[src/rtl/bch_encoder_op_scheduler_pkg.sv]
// Shared types and helpers for the BCH encoder op scheduler: op-type and
// scheduler state encodings plus a constant-evaluable ceil(log2) helper.
package bch_encoder_op_scheduler_pkg;

    typedef enum logic [1:0] {
        OP_PASS  = 2'b00,
        OP_PAGE  = 2'b01,
        OP_SPARE = 2'b10,
        OP_RSVD  = 2'b11
    } op_type_e;

    typedef enum logic [1:0] {
        ST_IDLE   = 2'b00,
        ST_LOAD   = 2'b01,
        ST_DATA   = 2'b10,
        ST_PARITY = 2'b11
    } sched_state_e;

    function automatic int unsigned clog2_f(input int unsigned value);
        int unsigned result;
        result = 0;
        while ((64'd1 << result) < 64'(value)) begin
            result = result + 1;
        end
        return result;
    endfunction

    function automatic logic is_enc_op(input op_type_e op);
        return (op == OP_PAGE) || (op == OP_SPARE);
    endfunction

endpackage

[src/rtl/bch_encoder_op_scheduler_if.sv]
// Bundle of the command-channel, source, sink and encoder-core signals seen by
// the scheduler; master is the environment side, slave the scheduler side.
interface bch_encoder_op_scheduler_if #(
    parameter int DataWidth          = 32,
    parameter int InnerIFLengthWidth = 16
);
    logic                            iOpQPushSignal;
    logic [InnerIFLengthWidth+1:0]   iOpQPushData;
    logic                            oOpQFull;
    logic                            oOpQOverflow;
    logic [DataWidth-1:0]            iSrcWriteData;
    logic                            iSrcWriteValid;
    logic                            iSrcWriteLast;
    logic                            oSrcWriteReady;
    logic [DataWidth-1:0]            oDstWriteData;
    logic                            oDstWriteValid;
    logic                            oDstWriteLast;
    logic                            iDstWriteReady;
    logic                            oEncClear;
    logic                            oEncDataValid;
    logic                            oEncParityShift;
    logic [DataWidth-1:0]            iEncParityData;
    logic                            oFormatError;
    logic                            oBusy;

    modport master (
        output iOpQPushSignal, iOpQPushData, iSrcWriteData, iSrcWriteValid,
               iSrcWriteLast, iDstWriteReady, iEncParityData,
        input  oOpQFull, oOpQOverflow, oSrcWriteReady, oDstWriteData,
               oDstWriteValid, oDstWriteLast, oEncClear, oEncDataValid,
               oEncParityShift, oFormatError, oBusy
    );

    modport slave (
        input  iOpQPushSignal, iOpQPushData, iSrcWriteData, iSrcWriteValid,
               iSrcWriteLast, iDstWriteReady, iEncParityData,
        output oOpQFull, oOpQOverflow, oSrcWriteReady, oDstWriteData,
               oDstWriteValid, oDstWriteLast, oEncClear, oEncDataValid,
               oEncParityShift, oFormatError, oBusy
    );
endinterface

[src/rtl/bch_encoder_op_scheduler_fifo.sv]
// Op queue: small synchronous FIFO with registered full flag and a sticky
// flag recording any push that arrived while full.
module bch_op_queue_fifo
    import bch_encoder_op_scheduler_pkg::*;
#(
    parameter int Width = 18,
    parameter int Depth = 4
) (
    input  logic             iClock,
    input  logic             iReset,
    input  logic             iPush,
    input  logic [Width-1:0] iPushData,
    input  logic             iPop,
    output logic [Width-1:0] oPopData,
    output logic             oFull,
    output logic             oEmpty,
    output logic             oOverflow
);
    localparam int PtrW = clog2_f(Depth);
    localparam int CntW = PtrW + 1;

    logic [Width-1:0] r_mem [Depth];
    logic [PtrW-1:0]  r_wr_ptr;
    logic [PtrW-1:0]  r_rd_ptr;
    logic [CntW-1:0]  r_count;
    logic             r_full;
    logic             r_overflow;
    logic             w_push_ok;
    logic             w_pop_ok;
    logic [CntW-1:0]  w_count_nxt;

    assign w_push_ok = iPush && !r_full;
    assign w_pop_ok  = iPop && (r_count != CntW'(0));

    // Occupancy after this edge; drives the registered full flag.
    always_comb begin
        w_count_nxt = r_count;
        case ({w_push_ok, w_pop_ok})
            2'b10:   w_count_nxt = r_count + CntW'(1);
            2'b01:   w_count_nxt = r_count - CntW'(1);
            default: w_count_nxt = r_count;
        endcase
    end

    // Storage, pointers, occupancy and flags.
    always_ff @(posedge iClock or negedge iReset) begin
        if (!iReset) begin
            for (int i = 0; i < Depth; i++) begin
                r_mem[i] <= '0;
            end
            r_wr_ptr   <= '0;
            r_rd_ptr   <= '0;
            r_count    <= '0;
            r_full     <= 1'b0;
            r_overflow <= 1'b0;
        end else begin
            if (w_push_ok) begin
                r_mem[r_wr_ptr] <= iPushData;
                r_wr_ptr        <= r_wr_ptr + PtrW'(1);
            end
            if (w_pop_ok) begin
                r_rd_ptr <= r_rd_ptr + PtrW'(1);
            end
            if (iPush && r_full) begin
                r_overflow <= 1'b1;
            end
            r_count <= w_count_nxt;
            r_full  <= (w_count_nxt == CntW'(Depth));
        end
    end

    assign oPopData  = r_mem[r_rd_ptr];
    assign oFull     = r_full;
    assign oEmpty    = (r_count == CntW'(0));
    assign oOverflow = r_overflow;
endmodule

[src/rtl/bch_encoder_op_scheduler.sv]
// Pops queued {length, optype} ops and steers payload beats through the BCH
// encoder, splicing ParityBeats parity words after every codeword chunk.
module bch_encoder_op_scheduler
    import bch_encoder_op_scheduler_pkg::*;
#(
    parameter int DataWidth          = 32,
    parameter int InnerIFLengthWidth = 16,
    parameter int QueueDepth         = 4,
    parameter int ChunkBytes         = 512,
    parameter int ParityBeats        = 4
) (
    input logic                       iClock,
    input logic                       iReset,
    bch_encoder_op_scheduler_if.slave bus
);
    localparam int LenW   = InnerIFLengthWidth;
    localparam int ShiftW = clog2_f(DataWidth / 8);
    localparam int ParW   = clog2_f(ParityBeats + 1);
    localparam logic [LenW-1:0] ChunkBeatsL  = LenW'(ChunkBytes / (DataWidth / 8));
    localparam logic [ParW-1:0] ParityBeatsL = ParW'(ParityBeats);

    sched_state_e   r_state, w_state_nxt;
    op_type_e       r_optype, w_optype_nxt, w_head_type;
    logic [LenW-1:0] r_remaining, w_remaining_nxt;
    logic [LenW-1:0] r_chunk, w_chunk_nxt;
    logic [ParW-1:0] r_parity, w_parity_nxt;
    logic            r_format_error;
    logic [LenW+1:0] w_head;
    logic [LenW-1:0] w_head_beats;
    logic            w_q_full, w_q_empty, w_q_overflow, w_pop;
    logic            w_enc_op, w_xfer, w_fmt_set;
    logic            w_src_ready, w_dst_valid, w_dst_last;
    logic            w_enc_clear, w_enc_dv, w_shift;
    logic [DataWidth-1:0] w_dst_data;

    bch_op_queue_fifo #(.Width(LenW + 2), .Depth(QueueDepth)) u_op_queue (
        .iClock   (iClock),
        .iReset   (iReset),
        .iPush    (bus.iOpQPushSignal),
        .iPushData(bus.iOpQPushData),
        .iPop     (w_pop),
        .oPopData (w_head),
        .oFull    (w_q_full),
        .oEmpty   (w_q_empty),
        .oOverflow(w_q_overflow)
    );

    // A trailing partial beat is dropped by the shift.
    assign w_head_beats = w_head[LenW+1:2] >> ShiftW;
    assign w_enc_op     = is_enc_op(r_optype);
    assign w_xfer       = (r_state == ST_DATA) && bus.iSrcWriteValid && bus.iDstWriteReady;

    // Reserved optype runs as passthrough.
    always_comb begin
        w_head_type = OP_PASS;
        case (w_head[1:0])
            2'b01:   w_head_type = OP_PAGE;
            2'b10:   w_head_type = OP_SPARE;
            default: w_head_type = OP_PASS;
        endcase
    end

    // Next-state and datapath steering.
    always_comb begin
        w_state_nxt     = r_state;
        w_optype_nxt    = r_optype;
        w_remaining_nxt = r_remaining;
        w_chunk_nxt     = r_chunk;
        w_parity_nxt    = r_parity;
        w_pop           = 1'b0;
        w_fmt_set       = 1'b0;
        w_src_ready     = 1'b0;
        w_dst_valid     = 1'b0;
        w_dst_data      = '0;
        w_dst_last      = 1'b0;
        w_enc_clear     = 1'b0;
        w_enc_dv        = 1'b0;
        w_shift         = 1'b0;
        case (r_state)
            ST_IDLE: begin
                if (!w_q_empty) begin
                    w_pop           = 1'b1;
                    w_optype_nxt    = w_head_type;
                    w_remaining_nxt = w_head_beats;
                    if (w_head_beats != LenW'(0)) begin
                        w_state_nxt = ST_LOAD;
                    end else begin
                        w_state_nxt = ST_IDLE;
                    end
                end else begin
                    w_state_nxt = ST_IDLE;
                end
            end
            ST_LOAD: begin
                w_enc_clear = w_enc_op;
                w_state_nxt = ST_DATA;
                if ((r_optype == OP_PAGE) && (r_remaining > ChunkBeatsL)) begin
                    w_chunk_nxt = ChunkBeatsL;
                end else begin
                    w_chunk_nxt = r_remaining;
                end
            end
            ST_DATA: begin
                w_src_ready = bus.iDstWriteReady;
                w_dst_valid = bus.iSrcWriteValid;
                w_dst_data  = bus.iSrcWriteData;
                w_dst_last  = !w_enc_op && (r_chunk == LenW'(1));
                if (w_xfer) begin
                    w_remaining_nxt = r_remaining - LenW'(1);
                    w_chunk_nxt     = r_chunk - LenW'(1);
                    w_enc_dv        = w_enc_op;
                    w_fmt_set       = bus.iSrcWriteLast ^ (r_remaining == LenW'(1));
                    if (r_chunk == LenW'(1)) begin
                        if (w_enc_op) begin
                            w_state_nxt  = ST_PARITY;
                            w_parity_nxt = ParityBeatsL;
                        end else begin
                            w_state_nxt = ST_IDLE;
                        end
                    end else begin
                        w_state_nxt = ST_DATA;
                    end
                end else begin
                    w_state_nxt = ST_DATA;
                end
            end
            ST_PARITY: begin
                w_dst_valid = 1'b1;
                w_dst_data  = bus.iEncParityData;
                w_dst_last  = (r_parity == ParW'(1)) && (r_remaining == LenW'(0));
                if (bus.iDstWriteReady) begin
                    w_shift      = 1'b1;
                    w_parity_nxt = r_parity - ParW'(1);
                    if (r_parity == ParW'(1)) begin
                        if (r_remaining == LenW'(0)) begin
                            w_state_nxt = ST_IDLE;
                        end else begin
                            w_state_nxt = ST_LOAD;
                        end
                    end else begin
                        w_state_nxt = ST_PARITY;
                    end
                end else begin
                    w_state_nxt = ST_PARITY;
                end
            end
            default: w_state_nxt = ST_IDLE;
        endcase
    end

    // Scheduler state, counters and the sticky framing flag.
    always_ff @(posedge iClock or negedge iReset) begin
        if (!iReset) begin
            r_state        <= ST_IDLE;
            r_optype       <= OP_PASS;
            r_remaining    <= '0;
            r_chunk        <= '0;
            r_parity       <= '0;
            r_format_error <= 1'b0;
        end else begin
            r_state        <= w_state_nxt;
            r_optype       <= w_optype_nxt;
            r_remaining    <= w_remaining_nxt;
            r_chunk        <= w_chunk_nxt;
            r_parity       <= w_parity_nxt;
            r_format_error <= r_format_error | w_fmt_set;
        end
    end

    assign bus.oOpQFull        = w_q_full;
    assign bus.oOpQOverflow    = w_q_overflow;
    assign bus.oSrcWriteReady  = w_src_ready;
    assign bus.oDstWriteData   = w_dst_data;
    assign bus.oDstWriteValid  = w_dst_valid;
    assign bus.oDstWriteLast   = w_dst_last;
    assign bus.oEncClear       = w_enc_clear;
    assign bus.oEncDataValid   = w_enc_dv;
    assign bus.oEncParityShift = w_shift;
    assign bus.oFormatError    = r_format_error;
    assign bus.oBusy           = (r_state != ST_IDLE);
endmodule

[src/flat_wrapper.sv]
// flat-port wrapper written by rule: the top's interface ports become plain ports
module bch_encoder_op_scheduler_flat import bch_encoder_op_scheduler_pkg::*;
#(
    parameter int DataWidth          = 32,
    parameter int InnerIFLengthWidth = 16,
    parameter int QueueDepth         = 4,
    parameter int ChunkBytes         = 512,
    parameter int ParityBeats        = 4
)
  (iClock, iReset, bus_iOpQPushSignal, bus_iOpQPushData, bus_iSrcWriteData, bus_iSrcWriteValid, bus_iSrcWriteLast, bus_iDstWriteReady, bus_iEncParityData, bus_oOpQFull, bus_oOpQOverflow, bus_oSrcWriteReady, bus_oDstWriteData, bus_oDstWriteValid, bus_oDstWriteLast, bus_oEncClear, bus_oEncDataValid, bus_oEncParityShift, bus_oFormatError, bus_oBusy);
  bch_encoder_op_scheduler_if #(.DataWidth(DataWidth), .InnerIFLengthWidth(InnerIFLengthWidth)) bus_i ();
  input logic iClock;
  input logic iReset;
  input wire logic [$bits(bus_i.iOpQPushSignal)-1:0] bus_iOpQPushSignal;
  input wire logic [$bits(bus_i.iOpQPushData)-1:0] bus_iOpQPushData;
  input wire logic [$bits(bus_i.iSrcWriteData)-1:0] bus_iSrcWriteData;
  input wire logic [$bits(bus_i.iSrcWriteValid)-1:0] bus_iSrcWriteValid;
  input wire logic [$bits(bus_i.iSrcWriteLast)-1:0] bus_iSrcWriteLast;
  input wire logic [$bits(bus_i.iDstWriteReady)-1:0] bus_iDstWriteReady;
  input wire logic [$bits(bus_i.iEncParityData)-1:0] bus_iEncParityData;
  output wire logic [$bits(bus_i.oOpQFull)-1:0] bus_oOpQFull;
  output wire logic [$bits(bus_i.oOpQOverflow)-1:0] bus_oOpQOverflow;
  output wire logic [$bits(bus_i.oSrcWriteReady)-1:0] bus_oSrcWriteReady;
  output wire logic [$bits(bus_i.oDstWriteData)-1:0] bus_oDstWriteData;
  output wire logic [$bits(bus_i.oDstWriteValid)-1:0] bus_oDstWriteValid;
  output wire logic [$bits(bus_i.oDstWriteLast)-1:0] bus_oDstWriteLast;
  output wire logic [$bits(bus_i.oEncClear)-1:0] bus_oEncClear;
  output wire logic [$bits(bus_i.oEncDataValid)-1:0] bus_oEncDataValid;
  output wire logic [$bits(bus_i.oEncParityShift)-1:0] bus_oEncParityShift;
  output wire logic [$bits(bus_i.oFormatError)-1:0] bus_oFormatError;
  output wire logic [$bits(bus_i.oBusy)-1:0] bus_oBusy;
  assign bus_i.iOpQPushSignal = bus_iOpQPushSignal;
  assign bus_i.iOpQPushData = bus_iOpQPushData;
  assign bus_i.iSrcWriteData = bus_iSrcWriteData;
  assign bus_i.iSrcWriteValid = bus_iSrcWriteValid;
  assign bus_i.iSrcWriteLast = bus_iSrcWriteLast;
  assign bus_i.iDstWriteReady = bus_iDstWriteReady;
  assign bus_i.iEncParityData = bus_iEncParityData;
  assign bus_oOpQFull = bus_i.oOpQFull;
  assign bus_oOpQOverflow = bus_i.oOpQOverflow;
  assign bus_oSrcWriteReady = bus_i.oSrcWriteReady;
  assign bus_oDstWriteData = bus_i.oDstWriteData;
  assign bus_oDstWriteValid = bus_i.oDstWriteValid;
  assign bus_oDstWriteLast = bus_i.oDstWriteLast;
  assign bus_oEncClear = bus_i.oEncClear;
  assign bus_oEncDataValid = bus_i.oEncDataValid;
  assign bus_oEncParityShift = bus_i.oEncParityShift;
  assign bus_oFormatError = bus_i.oFormatError;
  assign bus_oBusy = bus_i.oBusy;
  bch_encoder_op_scheduler #(.DataWidth(DataWidth), .InnerIFLengthWidth(InnerIFLengthWidth), .QueueDepth(QueueDepth), .ChunkBytes(ChunkBytes), .ParityBeats(ParityBeats)) u_core (.iClock(iClock), .iReset(iReset), .bus(bus_i));
endmodule
[config.mk]
export PLATFORM = sky130hd
export DESIGN_NAME = bch_encoder_op_scheduler_flat
export DESIGN_NICKNAME = d
export VERILOG_FILES = /design/src/rtl/bch_encoder_op_scheduler_pkg.sv /design/src/rtl/bch_encoder_op_scheduler_if.sv /design/src/rtl/bch_encoder_op_scheduler_fifo.sv /design/src/rtl/bch_encoder_op_scheduler.sv /design/src/flat_wrapper.sv
export SDC_FILE = /design/constraint.sdc
export NUM_CORES = 1
export LEC_CHECK = 0
export ABC_CLOCK_PERIOD_IN_PS = 6450
export BUFFER_PORTS_ARGS = -buffer_cell sky130_fd_sc_hd__buf_4
export CAP_MARGIN = 40
export CORE_AREA = 2 2 84 147
export DETAILED_ROUTE_END_ITERATION = 16
export DIE_AREA = 0 0 86 149
export PLACE_DENSITY = 0.85
export SLEW_MARGIN = 20
export SYNTH_ARGS = -nofsm -noshare
export SYNTH_HDL_FRONTEND = slang
export SYNTH_HIERARCHICAL = 1
export SYNTH_SLANG_ARGS = --single-unit
[constraint.sdc]
create_clock -name iClock -period 6.45 [get_ports iClock]
set_input_delay 0.9675 -clock iClock [delete_from_list [all_inputs] [get_ports iClock]]
set_output_delay 0.9675 -clock iClock [all_outputs]
set_load 0.02 [all_outputs]
==> results of run 1 <==
[state kept, by name, indices dropped and copies added, names as in the netlist]
register                     flops
u_core/u_op_queue/oFull          1
u_core/r_chunk                  16
u_core/r_remaining              16
u_core/u_op_queue/r_wr_ptr       2
u_core/r_state                   2
u_core/r_parity                  3
u_core/r_optype                  2
u_core/u_op_queue/r_count        3
u_core/u_op_queue/oOverflow      1
u_core/u_op_queue/r_mem         64
u_core/bus.oFormatError          1
u_core/u_op_queue/r_rd_ptr       2
[metal layers]
metal / up-vias / global-route usage, % / wire length (um)
li1: 2351 / - / -
met1: 2672 / 30.4 / 6240
met2: 289 / 54.9 / 10400
met3: 84 / 6.03 / 1180
met4: 0 / 16.3 / 921
met5: - / 0 / 0
[worst max-delay path: stages, from the launching register on]
cell and delay, ps:
dfrtp_1 420, nor4_1 540, nand2_1 160, or4b_2 720
o32ai_1 310, buf_4 210
[final cells by class]
class                      instances  area [sq um]
clock buffer                      24           492
clock inverter                     6          80.1
fill                             803          3530
inverter                          18          67.6
multi-input combinational        400          3510
sequential                       113          2830
tap                              137           171
timing repair buffer             136          1060
[power by group]
group,internal [uW],switching [uW]
combinational,546,435
sequential,991,249
clock,602,310
total,2140,995
[worst max path at each step]
stage / start / end / slack (ps) / depth (start not counted)
after global placement: u_core/r_state[0]$_DFF_PN0_ / u_core/u_op_queue/oFull$_DFF_PN0_ / 2940 / 9
after detailed placement: u_core/r_chunk[4]$_DFFE_PN0P_ / bus_oDstWriteLast / 3050 / 5
after global routing: u_core/r_chunk[2]$_DFFE_PN0P_ / bus_oDstWriteLast / 2630 / 5
final: u_core/r_chunk[13]$_DFFE_PN0P_ / bus_oDstWriteLast / 2720 / 5
after floorplan: u_core/r_chunk[4]$_DFFE_PN0P_ / bus_oDstWriteLast / 3240 / 4
after CTS: u_core/r_chunk[4]$_DFFE_PN0P_ / bus_oDstWriteLast / 2590 / 5
[stage by stage]
| step | utilization (%) | cell area, sq um | power, uW | std cells |
|---|---|---|---|---|
| 2_1_floorplan | - | 6620 | 1910 | 562 |
| 3_3_place_gp | 64.3 | 7550 | 2080 | 797 |
| 3_5_place_dp | 64.8 | 7610 | 2160 | 800 |
| 4_1_cts | 69.7 | 8180 | 3120 | 830 |
| 5_1_grt | 69.9 | 8210 | 3250 | 834 |
| 6_report | 69.9 | 8210 | 3130 | 834 |
==> results_dict.tcl, run 1 <==
set metrics [dict create \
    final-setup-viol-count 0 \
    postCtsSetupRepairBufs 0 \
    critPathArrivalTime_ps 2760 \
    required_ps 5480 \
    critical_path_class "reg2out" \
    skew_ps 7.47 \
    hpwl_mm 12.5 \
    start_util_pct 56.4 \
    drv_cap 0 \
    layout-drive-gt1-share_pct 37.3 \
    leakagePower_uw 0.00364 \
    clock_sinks 113 \
    endpoint_kind "output pin" \
    hp-start "u_core/u_op_queue/oOverflow$_DFFE_PN0P_" \
    wirelength_mm 18.7 \
    clkLatencyLatePin_ps 410 \
    grt_max_degree 64 \
    grt_pass1_wl_mm 29.4 \
    holdWs_ps 496 \
    hold_end "u_core/u_op_queue/oOverflow$_DFFE_PN0P_" \
    io_pins 130 \
    cts_tree "yes" \
    r2r_cells 10 \
    status "complete, no violations" \
    die_h_um 149 \
    setup_slack_ps 2720 \
    routedWlPerCell_um 22.4 \
    grt_usage_pct 29.7 \
    postCtsHoldBufs 0 \
    nets 788 \
    final_cell_mix "130 x buf_4, 112 x dfrtp_1, 39 x mux2_4" \
    drcViolationCount 0 \
    cts_made_buffers 17 \
    grt_overflow 0 \
    portBuffers 127 \
    fp.dieArea_sq_mm 0.0128 \
    area_growth_pct 24.0 \
    start_kind "flip-flop" \
    syn_inst 562 \
    antenna_cells 0 \
    cts-root-buf "clkbuf_16" \
    grt_pass1_vias 5668 \
    gp_congestion 0.945 \
    tns_ps 0 \
    viasPerCell 6.47 \
    ctsResizeCount 0 \
    worstReg2RegEnd "u_core/u_op_queue/oFull$_DFF_PN0_" \
    pre_cts_slack_ps 3050 \
    worst_pin_slew_ps 853 \
    finalCriticalPeriod_ps 3730 \
    dr.first_iter.drc_count 420 \
    peakVddDrop_mv 0.355 \
    ant_nets 0 \
    synth_fp_nets 664 \
    clock_path_buffers 2 \
    std_cell_rows 53 \
    slew_headroom_pct 43.1 \
    final_common_cell "buf_4" \
    max_freq_mhz 268 \
    period_share_pct 57.8 \
    avgSynthCellArea_sq_um 11.8 \
    rsz0062_at_grt "no" \
    crit_fanout 5 \
    synth_warnings 6 \
    hold_path_depth 1 \
    die_w_um 86 \
    core_area_sq_mm 0.0117 \
    antenna_found_initial 0 \
    vias 5396 \
    timing.rr.start "u_core/u_op_queue/r_count[0]$_DFF_PN0_" \
    syn_area_sq_mm 0.00662 \
    slew_viol_final 0 \
    finalHoldViolCount 0 \
    htree_levels 4 \
    first_pass_iters 5 \
    worstHoldPathType "reg2reg" \
    p_per_area_mw_per_mm2 382 \
    rrSetupSlack_ps 2830 \
    path_clk_slew_ps 50 \
]
No activity file was read; power rests on OpenSTA's default activity.
==> inputs of run 2 (changes only) <==
--- a/config.mk
+++ b/config.mk
@@ -5,13 +5,14 @@
 export SDC_FILE = /design/constraint.sdc
 export NUM_CORES = 1
 export LEC_CHECK = 0
-export ABC_CLOCK_PERIOD_IN_PS = 6450
+export ABC_AREA = 1
+export ABC_CLOCK_PERIOD_IN_PS = 3700
 export BUFFER_PORTS_ARGS = -buffer_cell sky130_fd_sc_hd__buf_4
 export CAP_MARGIN = 40
-export CORE_AREA = 2 2 84 147
+export CORE_AREA = 2 2 88 153
 export DETAILED_ROUTE_END_ITERATION = 16
-export DIE_AREA = 0 0 86 149
-export PLACE_DENSITY = 0.85
+export DIE_AREA = 0 0 90 155
+export PLACE_DENSITY = 0.78
 export SLEW_MARGIN = 20
 export SYNTH_ARGS = -nofsm -noshare
 export SYNTH_HDL_FRONTEND = slang
==> constraint.sdc (replaced) <==
create_clock -name iClock -period 3.7 [get_ports iClock]
set_input_delay 0.555 -clock iClock [delete_from_list [all_inputs] [get_ports iClock]]
set_output_delay 0.555 -clock iClock [all_outputs]
set_load 0.02 [all_outputs]
==> results_dict.tcl, run 2 <==
set metrics [dict create \
    status "complete, no violations" \
    grt_max_degree 66 \
    final_cells 1135 \
    gp_congestion 0.933 \
    antenna_cells 0 \
    critPathSlowestCell "fa_1" \
    p_per_area_mw_per_mm2 956 \
    die_h_um 155 \
    cts_made_buffers 17 \
    vias 6243 \
    grt_usage_pct 25.8 \
    final_common_cell "nand2_1" \
    path_buf_inv 3 \
    cts-root-buf "clkbuf_16" \
    slew_headroom_pct 56.5 \
    start_util_pct 51.6 \
    r2r_cells 12 \
    drv_cap 0 \
    nFillCells 1124 \
    rrSetupSlack_ps 1080 \
    avgSynthCellArea_sq_um 7.85 \
    largest_reg_flops 64 \
    p_int_uw 4400 \
    clkLatencyLatePin_ps 410 \
    path_delay_family "simple AND/OR/NAND/NOR gates" \
    antenna_found_initial 0 \
    peakVddDrop_mv 0.483 \
    path_cells "nor2_1 -> nand2_2 -> inv_1 -> nand2_1 -> inv_1 -> ha_1 -> inv_1 -> fa_1 -> nand2_1 -> o21ai_1 -> nand3_1 -> a21oi_1" \
    routedWlPerCell_um 15.8 \
    skew_ps 6.86 \
    layout-drive-gt1-share_pct 21.5 \
    slowest_delay_ps 540 \
    viasPerCell 5.50 \
    portBuffers 127 \
    timing.rr.start "u_core/r_state[0]$_DFF_PN0_" \
    p_clk_share_pct 22.4 \
    synth_warnings 6 \
    postCtsHoldBufs 0 \
    final-setup-viol-count 0 \
    p_sw_share_pct 43.9 \
    ant_nets 0 \
    max_freq_mhz 382 \
    critical_path_class "reg2reg" \
    leakagePower_uw 0.00410 \
    first_pass_iters 5 \
    syn_area_sq_mm 0.00660 \
    finalCoreUtilization_pct 64.0 \
    cts_tree "yes" \
    endpoint_kind "flip-flop" \
    worst_pin_slew_ps 653 \
    hpwl_mm 12.7 \
    critPathArrivalTime_ps 2950 \
    wirelength_mm 17.9 \
    rsz0062_at_grt "no" \
    final_cell_mix "193 x nand2_1, 131 x buf_4, 113 x dfrtp_1" \
    p_sw_uw 3440 \
    nets 1055 \
    finalHoldViolCount 0 \
    area_growth_pct 24.2 \
    dpl.cell_count 1105 \
    die_w_um 90 \
    synth_fp_nets 943 \
    htree_levels 4 \
    path_clk_slew_ps 50 \
    reg_top3 "u_core/u_op_queue/r_mem (64), u_core/r_chunk (16), u_core/r_remaining (16)" \
    slew_viol_final 0 \
    grt_pass1_wl_mm 29.3 \
    tns_ps 0 \
    grt_pass1_vias 6196 \
    worstHoldPathType "in2async" \
    ctsResizeCount 0 \
    dr.first_iter.drc_count 412 \
    grt_overflow 0 \
    period_share_pct 70.8 \
    path_common_cell "inv_1" \
    p_seq_share_pct 28.5 \
    std_cell_rows 55 \
    io_pins 130 \
    finalCriticalPeriod_ps 2620 \
    clock_path_buffers 2 \
    fp.dieArea_sq_mm 0.0140 \
    worstReg2RegEnd "u_core/u_op_queue/oFull$_DFF_PN0_" \
    crit_fanout 10 \
    postCtsSetupRepairBufs 0 \
    required_ps 4030 \
    comb_power_share_pct 49.1 \
    core_area_sq_mm 0.0128 \
    syn_inst 841 \
    clock_sinks 113 \
    start_kind "flip-flop" \
    largest_register "u_core/u_op_queue/r_mem" \
    drcViolationCount 0 \
]
## run 2: per-layer routing
| layer | share of wire (%) | track usage, % | vias up |
|---|---|---|---|
| met4 | 3.2 | 12.6 | 0 |
| met2 | 55 | 48.9 | 191 |
| met3 | 4.7 | 5.18 | 37 |
| li1 | - | - | 3034 |
| met1 | 37 | 26.8 | 2981 |
| met5 | 0 | 0 | - |
## run 2: metrics by stage
stage	cell area [sq um]	hold slack [ps]	setup WS [ps]	total power, uW
after floorplan	6600	259	1570	5010
after global placement	7510	451	1120	5890
after detailed placement	7560	463	1080	6030
after CTS	8200	90.5	1070	7840
after global routing	8200	97.3	819	8410
final	8200	80.2	1080	7840
## run 2: power groups by stage
stage                     Combinational [uW]  Clock [uW]  Sequential [uW]
final                                   3840        1760             2240
after global routing                    4270        1850             2290
after CTS                               3840        1780             2220
after detailed placement                3800           0             2230
after global placement                  3680           0             2210
after floorplan                         2890           0             2120
## run 2: worst max path at each step
stage / from / end / slack (ps) / cells past startpoint
2_1_floorplan: u_core/r_state[0]$_DFF_PN0_ / u_core/u_op_queue/oFull$_DFF_PN0_ / 1570 / 12
3_3_place_gp: u_core/r_state[0]$_DFF_PN0_ / u_core/u_op_queue/oFull$_DFF_PN0_ / 1120 / 12
3_5_place_dp: u_core/r_state[0]$_DFF_PN0_ / u_core/u_op_queue/oFull$_DFF_PN0_ / 1080 / 12
4_1_cts: u_core/r_state[0]$_DFF_PN0_ / u_core/u_op_queue/oFull$_DFF_PN0_ / 1070 / 12
5_1_grt: u_core/r_state[0]$_DFF_PN0_ / u_core/u_op_queue/oFull$_DFF_PN0_ / 820 / 12
6_report: u_core/r_state[0]$_DFF_PN0_ / u_core/u_op_queue/oFull$_DFF_PN0_ / 1080 / 12
## run 2: layout make-up
type                            count  area (sq um)  share of cell area [%]
Clock buffer                       20           447                    5.45
Clock inverter                     10           185                    2.26
Inverter                           77           289                    3.53
Multi-Input combinational cell    610          3180                    38.7
Sequential cell                   113          2830                    34.5
Tap cell                          171           214                    2.61
Timing Repair Buffer              134          1060                    12.9
## run 2: worst reg2reg max path, delay by kind of cell (launching register included)
family / cells / cell delay [ps]
AND/OR/NAND/NOR: 5 / 730
buffers and inverters: 3 / 420
adder cells (fa/ha/maj): 2 / 710
AO/OA/AOI/OAI: 2 / 220
flip-flops: 1 / 470
